`src/rtl/simon_pkg.sv`:
```
// Shared Simon key-schedule constants, configuration lookups and the FSM state type.
package simon_pkg;

  // Published z sequences; the leftmost character (bit 61) is z[0].
  localparam logic [61:0] Z0 = 62'b11111010001001010110000111001101111101000100101011000011100110;
  localparam logic [61:0] Z1 = 62'b10001110111110010011000010110101000111011111001001100001011010;
  localparam logic [61:0] Z2 = 62'b10101111011100000011010010011000101000010001111110010110110011;
  localparam logic [61:0] Z3 = 62'b11011011101011000110010111100000010010001010011100110100001111;
  localparam logic [61:0] Z4 = 62'b11010001111001101011011000100000010111000011001010010011101111;

  typedef enum logic [1:0] {
    ST_IDLE = 2'd0,
    ST_LOAD = 2'd1,
    ST_RUN  = 2'd2,
    ST_DONE = 2'd3
  } ks_state_t;

  // Returns 0 for an unsupported pair so the top can refuse to elaborate.
  function automatic int rounds_of(input int word, input int key_words);
    int r;
    r = 0;
    if (word == 16 && key_words == 4) r = 32;
    else if (word == 24 && key_words == 3) r = 36;
    else if (word == 24 && key_words == 4) r = 36;
    else if (word == 32 && key_words == 3) r = 42;
    else if (word == 32 && key_words == 4) r = 44;
    else if (word == 48 && key_words == 2) r = 52;
    else if (word == 48 && key_words == 3) r = 54;
    else if (word == 64 && key_words == 2) r = 68;
    else if (word == 64 && key_words == 3) r = 69;
    else if (word == 64 && key_words == 4) r = 72;
    return r;
  endfunction

  function automatic int zsel_of(input int word, input int key_words);
    int z;
    z = 0;
    if (word == 24 && key_words == 4) z = 1;
    else if (word == 32 && key_words == 3) z = 2;
    else if (word == 32 && key_words == 4) z = 3;
    else if (word == 48 && key_words == 2) z = 2;
    else if (word == 48 && key_words == 3) z = 3;
    else if (word == 64 && key_words == 2) z = 2;
    else if (word == 64 && key_words == 3) z = 3;
    else if (word == 64 && key_words == 4) z = 4;
    return z;
  endfunction

  function automatic logic [61:0] zseq_of(input int sel);
    logic [61:0] z;
    case (sel)
      1:       z = Z1;
      2:       z = Z2;
      3:       z = Z3;
      4:       z = Z4;
      default: z = Z0;
    endcase
    return z;
  endfunction

endpackage

```
`src/rtl/simon_ks_word_update.sv`:
```
// Combinational Simon key-schedule step: produces k(i+m) from the current key window.
module simon_ks_word_update #(
  parameter int WORD      = 16,
  parameter int KEY_WORDS = 4
) (
  input  logic [WORD-1:0] k_oldest,
  input  logic [WORD-1:0] k_second,
  input  logic [WORD-1:0] k_newest,
  input  logic            z_bit,
  output logic [WORD-1:0] k_next
);

  logic [WORD-1:0] rot3;
  logic [WORD-1:0] tmp;
  logic [WORD-1:0] rot1;

  // Only the four-word schedule folds in k(i+1).
  always_comb begin
    rot3   = {k_newest[2:0], k_newest[WORD-1:3]};
    tmp    = (KEY_WORDS == 4) ? (rot3 ^ k_second) : rot3;
    rot1   = {tmp[0], tmp[WORD-1:1]};
    k_next = ~k_oldest ^ tmp ^ rot1 ^ WORD'(3) ^ WORD'(z_bit);
  end

endmodule

```
`src/rtl/simon_key_schedule_param.sv`:
```
// Bit-serial Simon key schedule: loads the key serially, then streams round-key bits on demand.
module simon_key_schedule_param
  import simon_pkg::*;
#(
  parameter int WORD      = 16,
  parameter int KEY_WORDS = 4
) (
  input  logic                                             clk,
  input  logic                                             rst,
  input  logic                                             key_in,
  input  logic                                             load_valid,
  output logic                                             load_ready,
  input  logic                                             advance,
  input  logic                                             abort,
  output logic                                             key_bit,
  output logic                                             key_valid,
  output logic [$clog2(WORD)-1:0]                          bit_cnt,
  output logic [$clog2(rounds_of(WORD, KEY_WORDS))-1:0]    round_cnt,
  output logic                                             round_lsb,
  output logic                                             last_bit,
  output logic                                             done
);

  localparam int ROUNDS   = rounds_of(WORD, KEY_WORDS);
  localparam int ZSEL     = zsel_of(WORD, KEY_WORDS);
  localparam logic [61:0] ZSEQ = zseq_of(ZSEL);
  localparam int KEY_BITS = KEY_WORDS * WORD;
  localparam int BIT_W    = $clog2(WORD);
  localparam int RND_W    = $clog2(ROUNDS);
  localparam int LD_W     = $clog2(KEY_BITS + 1);
  localparam logic [BIT_W-1:0] BIT_LAST = BIT_W'(WORD - 1);
  localparam logic [RND_W-1:0] RND_LAST = RND_W'(ROUNDS - 1);
  localparam logic [LD_W-1:0]  LD_LAST  = LD_W'(KEY_BITS - 1);

  if (ROUNDS == 0) begin : g_illegal_config
    $error("simon_key_schedule_param: unsupported WORD/KEY_WORDS pair");
  end

  ks_state_t state;
  ks_state_t state_nxt;

  // Word j of the live window sits at key_reg[j*WORD +: WORD]; word 0 is the current round key.
  logic [KEY_BITS-1:0] key_reg;
  logic [LD_W-1:0]     load_cnt;
  logic [5:0]          z_cnt;
  logic [WORD-1:0]     k_next;
  logic [WORD-1:0]     word0;
  logic                z_cur;
  logic                capture;
  logic                word_end;

  assign word0    = key_reg[WORD-1:0];
  assign z_cur    = ZSEQ[6'd61 - z_cnt];
  assign capture  = load_ready && load_valid && !abort;
  assign word_end = key_valid && advance && (bit_cnt == BIT_LAST);

  simon_ks_word_update #(
    .WORD      (WORD),
    .KEY_WORDS (KEY_WORDS)
  ) u_word_update (
    .k_oldest (key_reg[WORD-1:0]),
    .k_second (key_reg[2*WORD-1:WORD]),
    .k_newest (key_reg[KEY_BITS-1 -: WORD]),
    .z_bit    (z_cur),
    .k_next   (k_next)
  );

  always_ff @(posedge clk) begin
    if (rst) state <= ST_IDLE;
    else     state <= state_nxt;
  end

  always_comb begin
    state_nxt = state;
    if (abort) begin
      state_nxt = ST_IDLE;
    end else begin
      case (state)
        ST_IDLE: if (load_valid) state_nxt = ST_LOAD;
        ST_LOAD: if (load_valid && load_cnt == LD_LAST) state_nxt = ST_RUN;
        ST_RUN:  if (advance && bit_cnt == BIT_LAST && round_cnt == RND_LAST) state_nxt = ST_DONE;
        ST_DONE: state_nxt = ST_IDLE;
        default: state_nxt = ST_IDLE;
      endcase
    end
  end

  always_comb begin
    load_ready = 1'b0;
    key_valid  = 1'b0;
    done       = 1'b0;
    case (state)
      ST_IDLE, ST_LOAD: load_ready = 1'b1;
      ST_RUN:           key_valid  = 1'b1;
      ST_DONE:          done       = 1'b1;
      default:          load_ready = 1'b0;
    endcase
  end

  // z index runs alongside round_cnt but wraps at 62 for the long schedules.
  always_ff @(posedge clk) begin
    if (rst || abort) begin
      bit_cnt   <= '0;
      round_cnt <= '0;
      load_cnt  <= '0;
      z_cnt     <= '0;
    end else begin
      if (capture) begin
        load_cnt <= (load_cnt == LD_LAST) ? '0 : load_cnt + 1'b1;
      end
      if (key_valid && advance) begin
        if (bit_cnt != BIT_LAST) begin
          bit_cnt <= bit_cnt + 1'b1;
        end else begin
          bit_cnt <= '0;
          if (round_cnt != RND_LAST) begin
            round_cnt <= round_cnt + 1'b1;
            z_cnt     <= (z_cnt == 6'd61) ? 6'd0 : z_cnt + 6'd1;
          end
        end
      end
      if (done) begin
        bit_cnt   <= '0;
        round_cnt <= '0;
        z_cnt     <= '0;
      end
    end
  end

  always_ff @(posedge clk) begin
    if (!rst) begin
      if (capture) begin
        key_reg <= {key_in, key_reg[KEY_BITS-1:1]};
      end else if (!abort && word_end && round_cnt != RND_LAST) begin
        key_reg <= {k_next, key_reg[KEY_BITS-1:WORD]};
      end
    end
  end

  assign key_bit   = word0[bit_cnt];
  assign round_lsb = round_cnt[0];
  assign last_bit  = key_valid && (bit_cnt == BIT_LAST);

endmodule

```
`config.mk`:
```
export PLATFORM = sky130hd
export DESIGN_NAME = simon_key_schedule_param
export DESIGN_NICKNAME = d
export VERILOG_FILES = /design/src/rtl/simon_pkg.sv /design/src/rtl/simon_ks_word_update.sv /design/src/rtl/simon_key_schedule_param.sv
export SDC_FILE = /design/constraint.sdc
export NUM_CORES = 1
export LEC_CHECK = 0
export ABC_AREA = 0
export BUFFER_PORTS_ARGS = -buffer_cell sky130_fd_sc_hd__clkbuf_2
export CORE_ASPECT_RATIO = 1.2
export CORE_MARGIN = 1
export CORE_UTILIZATION = 55
export CTS_CLUSTER_DIAMETER = 80
export DETAILED_ROUTE_END_ITERATION = 6
export GPL_ROUTABILITY_DRIVEN = 0
export PLACE_DENSITY = 0.72
export SLEW_MARGIN = 10
export SYNTH_ARGS = -nofsm -noshare
export SYNTH_HDL_FRONTEND = slang
export SYNTH_SLANG_ARGS = --single-unit
```
`constraint.sdc`:
```
create_clock -name clk -period 13.7 [get_ports clk]
set_input_delay 2.055 -clock clk [delete_from_list [all_inputs] [get_ports clk]]
set_output_delay 2.055 -clock clk [all_outputs]
set_load 0.1 [all_outputs]
```
==> flow_summary.toml, run 1 <==
[global_route]
grt_pass1_wl_um = 13870
grt_pass1_vias = 2955
antenna_found_initial = 0
overflow = 0
grtUsageTotal = 0.2068
grt_max_degree = 79

[worst_setup_path]
cp-end-kind = "primary output"
crit_type = "reg -> out"
path_max_fanout = 10
rr_worst_depth = 7
rrSetupSlack_ns = 11.05
worstReg2RegEnd = "key_reg[48]"
cp_data_arrival_time_ns = 2.42
r2r_start = "z_cnt[1]"
crit_required_ns = 11.64
start_kind = "register"

[yosys]
yosysWarningCount = 0
synthXorXnorAreaFrac = 0.1224
synth-simple-area-share = 0.1967
syn_area_um2 = 4649
synth_top_area_share = 0.4133
ys_types = 32
syn_area_per_cell_um2 = 9.830
synth_cells = 473
syn_nets = 496
synth_top_family_by_area = "simple AND/OR/NAND/NOR gates"
yosysSeqAreaShare = 0.5167
synth_compound_area_frac = 0.03741
synth_adder_area_share = 0.04575
synth_seq_cells = 88
synth_area_leaders = "edfxtp_1, nand2_1, dfxtp_1, xnor2_1, ha_1"
muxShareOfSynthArea = 0.05436
synth_top_area_cell = "edfxtp_1"

[floorplan]
dieArea_um2 = 8827
core-area_um2 = 8153
num_rows = 36
start_util = 0.5703
die_h_um = 102.7
die_x_um = 85.93
ios = 21

[timing]
hold_viol = 0
drv_slew = 0
worst_slew_pin_slew_ns = 0.8195
fin_crit_ns = 4.476
finClkSkew_ns = 0.01242
fmax_ghz = 0.2234
rsz0062_at_grt = "false"
maxSlewHeadroom = 0.4537
final.period_utilization = 0.3267
setup_tns_ns = 0
setup_violations = 0

[cts]
cts-buffers-inserted = 9
clk_pin_slew_ns = 0.09
cts-root-buf = "clkbuf_8"
cts_tree = "done"
cts_resized = 0
cts_sinks = 88
postCtsSetupRepairBufs = 0
hold_buffers = 0
clk_latency_ns = 0.37
htreeDepth = 3
clock_path_buffers = 2

[routing]
vias = 3168
vias_per_cell = 5.228
drtPass1Iterations = 4
routed_wl_um = 8339
ant_nets = 0
drtIter0Drc = 202
wl_per_cell_um = 13.76
drc_errors = 0

[power]
clock_power_share = 0.301
power_mw = 0.5199
power.density_nw_per_um2 = 103.8
swShare = 0.2590
vdd_drop_max_mv = 0.05498
power_switching_mw = 0.1347
pwr-share-comb = 0.115
leakagePower_nw = 1.923
p_int_mw = 0.3852
pwr-share-seq = 0.584

[layout]
insertedDiodeCount = 0
nets = 510
largest_reg_flops = 64
syn_to_final_growth_pct = 7.696
drive_gt1_frac = 0.1037

[run]
drv_cap = 0

[hold_path]
whs_path_depth = 1
worstHoldStart = "load_cnt[6]"
whs_endpoint = "load_cnt[6]"
hold_class = "reg -> reg"

[place]
io_buffers = 20
hpwl_um = 5753

[outcome]
status = "complete, no violations"
cell usage in the layout (no fill, tap or decap), types with 5 or more instances in the layout:
cell type  synthesis  routed
a21oi_1           22      21
clkbuf_2           0      20
clkbuf_8           0       9
dfxtp_1           24      24
edfxtp_1          64      64
ha_1              17      17
inv_1              7       7
mux2i_1            8       8
mux4_2             7       7
nand2_1          160     160
nand3_1            8       8
nor2_1            41      40
o21ai_0            5       5
xnor2_1           54      54
xor2_1            11      11
cell type report:
class	count	area, um^2
repair buffers	24	130.1
multi-input cells	357	2142
well taps	114	142.6
clock buffers	10	127.6
clock inverters	6	36.28
flip-flops and latches	88	2402
fillers	693	3146
inverters	7	26.28
metrics by stage:
step	cells	instance area, um^2	util	setup WS [ns]	hold slack [ns]
final	606	5007	0.6142	9.224	0.4493
after global routing	606	5007	0.6142	9.130	0.4698
after CTS	606	5007	0.6142	9.209	0.4505
after floorplan	473	4649	-	7.335	0.4235
after detailed placement	590	4843	0.5941	9.610	0.4373
after global placement	590	4843	0.5941	9.652	0.4290
critical path, cell delays in order (launching register included):
cell and delay, ns:
dfxtp_1 0.60, mux4_2 0.57, mux4_2 0.50, clkbuf_2 0.39
worst max-delay path by stage:
stage	start	end	slack (ns)	depth (start not counted)
after floorplan	advance	key_reg[0]	7.33	5
after global placement	bit_cnt[0]	key_bit	9.65	3
after detailed placement	bit_cnt[0]	key_bit	9.61	3
after CTS	bit_cnt[0]	key_bit	9.21	3
after global routing	bit_cnt[0]	key_bit	9.13	3
final	bit_cnt[0]	key_bit	9.22	3
cells in the mapped netlist (all sizes together):
| cell | number |
|---|---|
| and3 | 2 |
| inv | 7 |
| mux2 | 1 |
| a211oi | 1 |
| or2b | 1 |
| clkbuf | 13 |
| a21oi | 22 |
| nor3 | 2 |
| edfxtp | 64 |
| o211ai | 1 |
| xor2 | 11 |
| nor3b | 1 |
| nand3 | 8 |
| or2 | 2 |
| nand4 | 4 |
| and2b | 2 |
| mux2i | 8 |
| o311a | 1 |
| a31o | 1 |
| dfxtp | 24 |
| nor2 | 41 |
| or3 | 4 |
| ha | 17 |
| xnor2 | 54 |
| nand2 | 160 |
| buf | 8 |
| mux4 | 7 |
| o21ai | 6 |
cell families after synthesis:
| logic type | after synthesis |
|---|---|
| simple gates | 227 |
| flops | 88 |
| xor+xnor | 65 |
| buf+inv | 28 |
| fa+ha+maj | 17 |
| mux | 16 |
| compound gates | 32 |
power groups by stage:
stage                     Sequential (mW)  Clock, mW  Combinational, mW
final                               0.304      0.157             0.0596
after global routing                0.305      0.171             0.0670
after CTS                           0.304      0.161             0.0608
after detailed placement            0.310          0             0.0603
after global placement              0.310          0             0.0592
after floorplan                     0.308          0             0.0485
metal layers:
layer | vias up | track usage | wire, um
li1 | 1594 | - | -
met1 | 1496 | 0.2666 | 3816
met2 | 63 | 0.3394 | 4036
met3 | 15 | 0.04323 | 333
met4 | 0 | 0.09103 | 153
met5 | - | 0 | 0
(Power assumes the default switching activity.)
==> run 2: changes to the inputs <==
--- a/config.mk
+++ b/config.mk
@@ -13,7 +13,7 @@
 export CTS_CLUSTER_DIAMETER = 80
 export DETAILED_ROUTE_END_ITERATION = 6
 export GPL_ROUTABILITY_DRIVEN = 0
-export PLACE_DENSITY = 0.72
+export PLACE_DENSITY = 0.75
 export SLEW_MARGIN = 10
 export SYNTH_ARGS = -nofsm -noshare
 export SYNTH_HDL_FRONTEND = slang
==> constraint.sdc (replaced) <==
create_clock -name clk -period 4 [get_ports clk]
set_input_delay 0.6 -clock clk [delete_from_list [all_inputs] [get_ports clk]]
set_output_delay 0.6 -clock clk [all_outputs]
set_load 0.1 [all_outputs]
==> run 2 against run 1 <==
Compared with the run above:
- hold slack gained 0.0094 ns
- core utilization grew 0.57 points
- critical path depth is the same
- sequential power grew to 3.4 times the previous value
- combinational power grew to 3.4 times the previous value
==> flow_summary.toml, run 2 (synthesis gave the netlist of run 1 again) <==
[outcome]
status = "complete, no violations"

[layout]
final_area_um2 = 5054
syn_to_final_growth_pct = 8.692
largest_reg_flops = 64
nets = 510
layout_commonest_cell = "nand2_1"
insertedDiodeCount = 0
final_cell_mix = "nand2_1, edfxtp_1, xnor2_1"
drive_gt1_frac = 0.1118

[cts]
postCtsSetupRepairBufs = 0
clk_pin_slew_ns = 0.10
cts_resized = 0
cts_tree = "done"
clock_path_buffers = 2
htreeDepth = 3
cts-root-buf = "clkbuf_8"
hold_buffers = 0
cts_sinks = 88
cts-buffers-inserted = 9
clk_latency_ns = 0.37

[timing]
worst_slew_pin_slew_ns = 0.8146
drv_slew = 0
maxSlewHeadroom = 0.4570
setup_tns_ns = 0
setup_violations = 0
hold_viol = 0
fmax_ghz = 0.3328
fin_crit_ns = 3.005
rsz0062_at_grt = "false"
finClkSkew_ns = 0.01038
final.period_utilization = 0.7513

[routing]
vias = 3186
vias_per_cell = 5.257
ant_nets = 0
wl_per_cell_um = 14.20
drtIter0Drc = 218
drc_errors = 0
routed_wl_um = 8606
drtPass1Iterations = 5

[run]
drv_cap = 0

[worst_setup_path]
crit_type = "reg -> out"
crit_required_ns = 3.40
path_max_fanout = 10
cp_data_arrival_time_ns = 2.41
cp-end-kind = "primary output"
start_kind = "register"

[floorplan]
start_util = 0.5703
die_x_um = 85.93
die_h_um = 102.7
ios = 21
num_rows = 36
dieArea_um2 = 8827
core-area_um2 = 8153

[place]
io_buffers = 20
hpwl_um = 6013
place_area_um2 = 4843

[global_route]
grt_max_degree = 80
grt_pass1_vias = 2996
overflow = 0
grtUsageTotal = 0.2161
grt_pass1_wl_um = 14430
antenna_found_initial = 0

[power]
leakagePower_nw = 1.949
power.density_nw_per_um2 = 376.4
vdd_drop_max_mv = 0.1989

[hold_path]
hold_class = "reg -> reg"
[run 2: per-layer routing]
metal | share of wire | vias up | global-route usage
li1 | - | 1593 | -
met4 | 0.017 | 0 | 0.09744
met3 | 0.031 | 13 | 0.03923
met2 | 0.51 | 59 | 0.3584
met5 | 0 | - | 0
met1 | 0.44 | 1521 | 0.2788
[run 2: through the flow]
stage / std cells / power [mW] / hold WS, ns / utilization / worst slack [ns]
6_report: 606 / 1.902 / 0.4587 / 0.6199 / 0.9948
5_1_grt: 606 / 1.980 / 0.4615 / 0.6199 / 0.9188
4_1_cts: 606 / 1.918 / 0.4568 / 0.6199 / 0.9615
3_5_place_dp: 590 / 1.267 / 0.4434 / 0.5941 / 1.387
3_3_place_gp: 590 / 1.259 / 0.4267 / 0.5941 / 1.436
2_1_floorplan: 473 / 1.222 / 0.4235 / - / 0.3429
[run 2: worst paths after layout]
| check | from | endpoint | slack (ns) | depth (start not counted) |
|---|---|---|---|---|
| worst max-delay path | bit_cnt[0] | key_bit | 0.99 | 3 |
| worst min-delay path | load_cnt[6] | load_cnt[6] | 0.46 | 1 |
| worst max register to register | z_cnt[1] | key_reg[48] | 1.45 | 7 |
| worst min register to register | load_cnt[6] | load_cnt[6] | 0.46 | 1 |
[run 2: worst max-delay path, stage by stage (launching register included)]
cell and delay, ns:
dfxtp_1 0.60, mux4_2 0.56, mux4_2 0.49, clkbuf_2 0.38
[run 2: power breakdown]
group          internal, mW  switching, mW  total [mW]
Sequential             1.02         0.0233        1.04
Clock                 0.303          0.355       0.658
Combinational        0.0800          0.123       0.203
[run 2: layout make-up]
| class | count | area (um^2) |
|---|---|---|
| clock buffers | 9 | 123.9 |
| fillers | 659 | 3099 |
| flip-flops and latches | 88 | 2402 |
| repair buffers | 24 | 130.1 |
| multi-input cells | 357 | 2142 |
| clock inverters | 7 | 86.33 |
| well taps | 114 | 142.6 |
| inverters | 7 | 26.28 |
==> run 3: changes to the inputs <==
--- a/config.mk
+++ b/config.mk
@@ -5,7 +5,7 @@
 export SDC_FILE = /design/constraint.sdc
 export NUM_CORES = 1
 export LEC_CHECK = 0
-export ABC_AREA = 0
+export ABC_AREA = 1
 export BUFFER_PORTS_ARGS = -buffer_cell sky130_fd_sc_hd__clkbuf_2
 export CORE_ASPECT_RATIO = 1.2
 export CORE_MARGIN = 1
==> constraint.sdc (replaced) <==
create_clock -name clk -period 2.7 [get_ports clk]
set_input_delay 0.405 -clock clk [delete_from_list [all_inputs] [get_ports clk]]
set_output_delay 0.405 -clock clk [all_outputs]
set_load 0.1 [all_outputs]
==> run 3 against run 2 <==
Compared with the run above:
- flip-flop and latch count stayed put
- largest power group unchanged
- clock power up 63%
- count of clock-buffer cells in the layout increased by 1
- via count grew 15%
- first-iteration DRC count up 3.2%
- combinational power grew 73%
- total power rose by 56%
- routed wire length is 9.7% higher
- sequential power up 50%
- critical endpoint unchanged
==> flow_summary.toml, run 3 <==
[power]
clock_power_share = 0.358
power_switching_mw = 0.7327
vdd_drop_max_mv = 0.3296
power_mw = 2.975
leakagePower_nw = 2.202
power.density_nw_per_um2 = 555.8
pwr-share-comb = 0.118
p_int_mw = 2.242
pwr-share-seq = 0.524
swShare = 0.2463

[cts]
clk_latency_ns = 0.35
cts_resized = 0
cts_sinks = 88
cts-buffers-inserted = 9
cts_tree = "done"
postCtsSetupRepairBufs = 0
clk_pin_slew_ns = 0.08
clock_path_buffers = 2
cts-root-buf = "clkbuf_8"
htreeDepth = 3
hold_buffers = 0

[worst_setup_path]
path_max_fanout = 14
cp_data_arrival_time_ns = 1.86
cp_slowest_cell = "clkbuf_2"
crit_path_cell_trace = "inv_1 > nor2_1 > o211ai_1 > o211ai_1 > nand3_1 > clkbuf_2"
critPathMostFrequentCell = "o211ai_1"
cp-end-kind = "primary output"
crit_type = "reg -> out"
start_kind = "register"
max_stage_delay_ns = 0.47
crit_required_ns = 2.30

[place]
io_buffers = 20
dpl.cell_count = 691
hpwl_um = 6673

[yosys]
synthTopCellsByCount = "nand2_1, edfxtp_1, inv_1"
synth_cells = 571
synth_area_leaders = "edfxtp_1, nand2_1, dfxtp_1, xor2_1, o21ai_0"
synth_flop_cell = "edfxtp_1"
synth_seq_cells = 88
syn_nets = 594
synth_top_area_cell = "edfxtp_1"
synth_top_area_share = 0.3983
syn_area_per_cell_um2 = 8.449
synth_edf_count = 64
synth.most_common_cell = "nand2_1"
synthArstFlopShare = 0
yosysSeqAreaShare = 0.4979
ys_types = 34
syn_area_um2 = 4825
yosysWarningCount = 0

[layout]
largest_reg_flops = 64
nets = 608
insertedDiodeCount = 0
syn_to_final_growth_pct = 10.92
drive_gt1_frac = 0.1119
layout_commonest_cell = "nand2_1"
final_cells = 707
final_cell_mix = "nand2_1, edfxtp_1, inv_1"

[global_route]
overflow = 0
grt_pass1_vias = 3548
grt_max_degree = 77
antenna_found_initial = 0
grtUsageTotal = 0.2257
grt_pass1_wl_um = 16190

[floorplan]
core-area_um2 = 8564
dieArea_um2 = 9153
start_util = 0.5633
ios = 21
die_h_um = 104.6
num_rows = 37
die_x_um = 87.50

[routing]
vias = 3650
ant_nets = 0
wl_per_cell_um = 13.36
drtIter0Drc = 225
drtPass1Iterations = 4
routed_wl_um = 9444
drc_errors = 0
vias_per_cell = 5.163

[timing]
fin_crit_ns = 2.267
worst_slew_pin_slew_ns = 0.6858
drv_slew = 0
finClkSkew_ns = 0.01269
final.period_utilization = 0.8398
fmax_ghz = 0.4410
maxSlewHeadroom = 0.5428
setup_violations = 0
hold_viol = 0
rsz0062_at_grt = "false"

[hold_path]
hold_class = "in -> reg"

[run]
drv_cap = 0

[outcome]
status = "complete, no violations"
## run 3: cell count changes after synthesis, moves of 6 or more
cell | previous run | this run
mux4_2 | 7 | 0
clkbuf_1 | 13 | 7
nand3_1 | 8 | 14
xor2_1 | 11 | 30
inv_1 | 7 | 50
nor2_1 | 41 | 23
o21ai_0 | 5 | 47
a21oi_1 | 22 | 16
xnor2_1 | 54 | 17
mux2i_1 | 8 | 0
nand2_1 | 160 | 217
## run 3: cells by family (layout without fill, tap and decap cells)
| kind of cell | after synthesis | count (layout) | synth area share |
|---|---|---|---|
| AO/OA/AOI/OAI | 74 | 74 | 0.08117 |
| XOR/XNOR | 47 | 47 | 0.08532 |
| adder cells (fa/ha/maj) | 17 | 17 | 0.04409 |
| buffers and inverters | 72 | 91 | 0.06146 |
| flip-flops | 88 | 88 | 0.4979 |
| AND/OR/NAND/NOR | 273 | 273 | 0.2300 |
## run 3: cell type report
| type | instances | area (um^2) |
|---|---|---|
| Sequential cell | 88 | 2430 |
| Multi-Input combinational cell | 411 | 2197 |
| Tap cell | 117 | 146.4 |
| Inverter | 52 | 195.2 |
| Clock buffer | 10 | 127.6 |
| Timing Repair Buffer | 23 | 147.6 |
| Clock inverter | 6 | 107.6 |
| Fill cell | 715 | 3213 |
## run 3: path summary, 6_finish.rpt
path                start  slack (ns)  cells after the start      endpoint
max            bit_cnt[0]        0.43                      6       key_bit
min reg2reg  round_cnt[2]        0.45                      1  round_cnt[2]
max reg2reg      state[1]        0.50                      8    key_reg[0]
min                key_in        0.34                      3   key_reg[63]
## run 3: power by group through the flow
stage	clock, mW	sequential [mW]	combinational [mW]
2_1_floorplan	0	1.58	0.280
3_3_place_gp	0	1.59	0.337
3_5_place_dp	0	1.59	0.351
4_1_cts	1.08	1.56	0.353
5_1_grt	1.13	1.56	0.398
6_report	1.07	1.56	0.351
## run 3: critical path: cells and delay by family (launching register included)
family	cells	cell delay [ns]
flops	1	0.40
simple gates	2	0.16
compound gates	2	0.31
buf+inv	2	0.65
## run 3: metal layers
layer  up-vias  part of all wire  track usage
met1      1693              0.44       0.2872
met3        13             0.043      0.03791
met5         -                 0            0
met4         0             0.019       0.1148
li1       1873                 -            -
met2        71              0.50       0.3666
## run 3: per-stage QoR
stage,cell area (um^2),TNS [ns],hold slack (ns),utilization,setup WS (ns)
after CTS,5351,0,0.3243,0.6248,0.4253
after detailed placement,5116,0,0.4426,0.5974,0.5229
final,5351,0,0.3390,0.6248,0.4325
after global placement,5116,0,0.4485,0.5974,0.5732
after floorplan,4918,-11.68,0.4387,-,-0.1825
after global routing,5351,0,0.3525,0.6248,0.2943
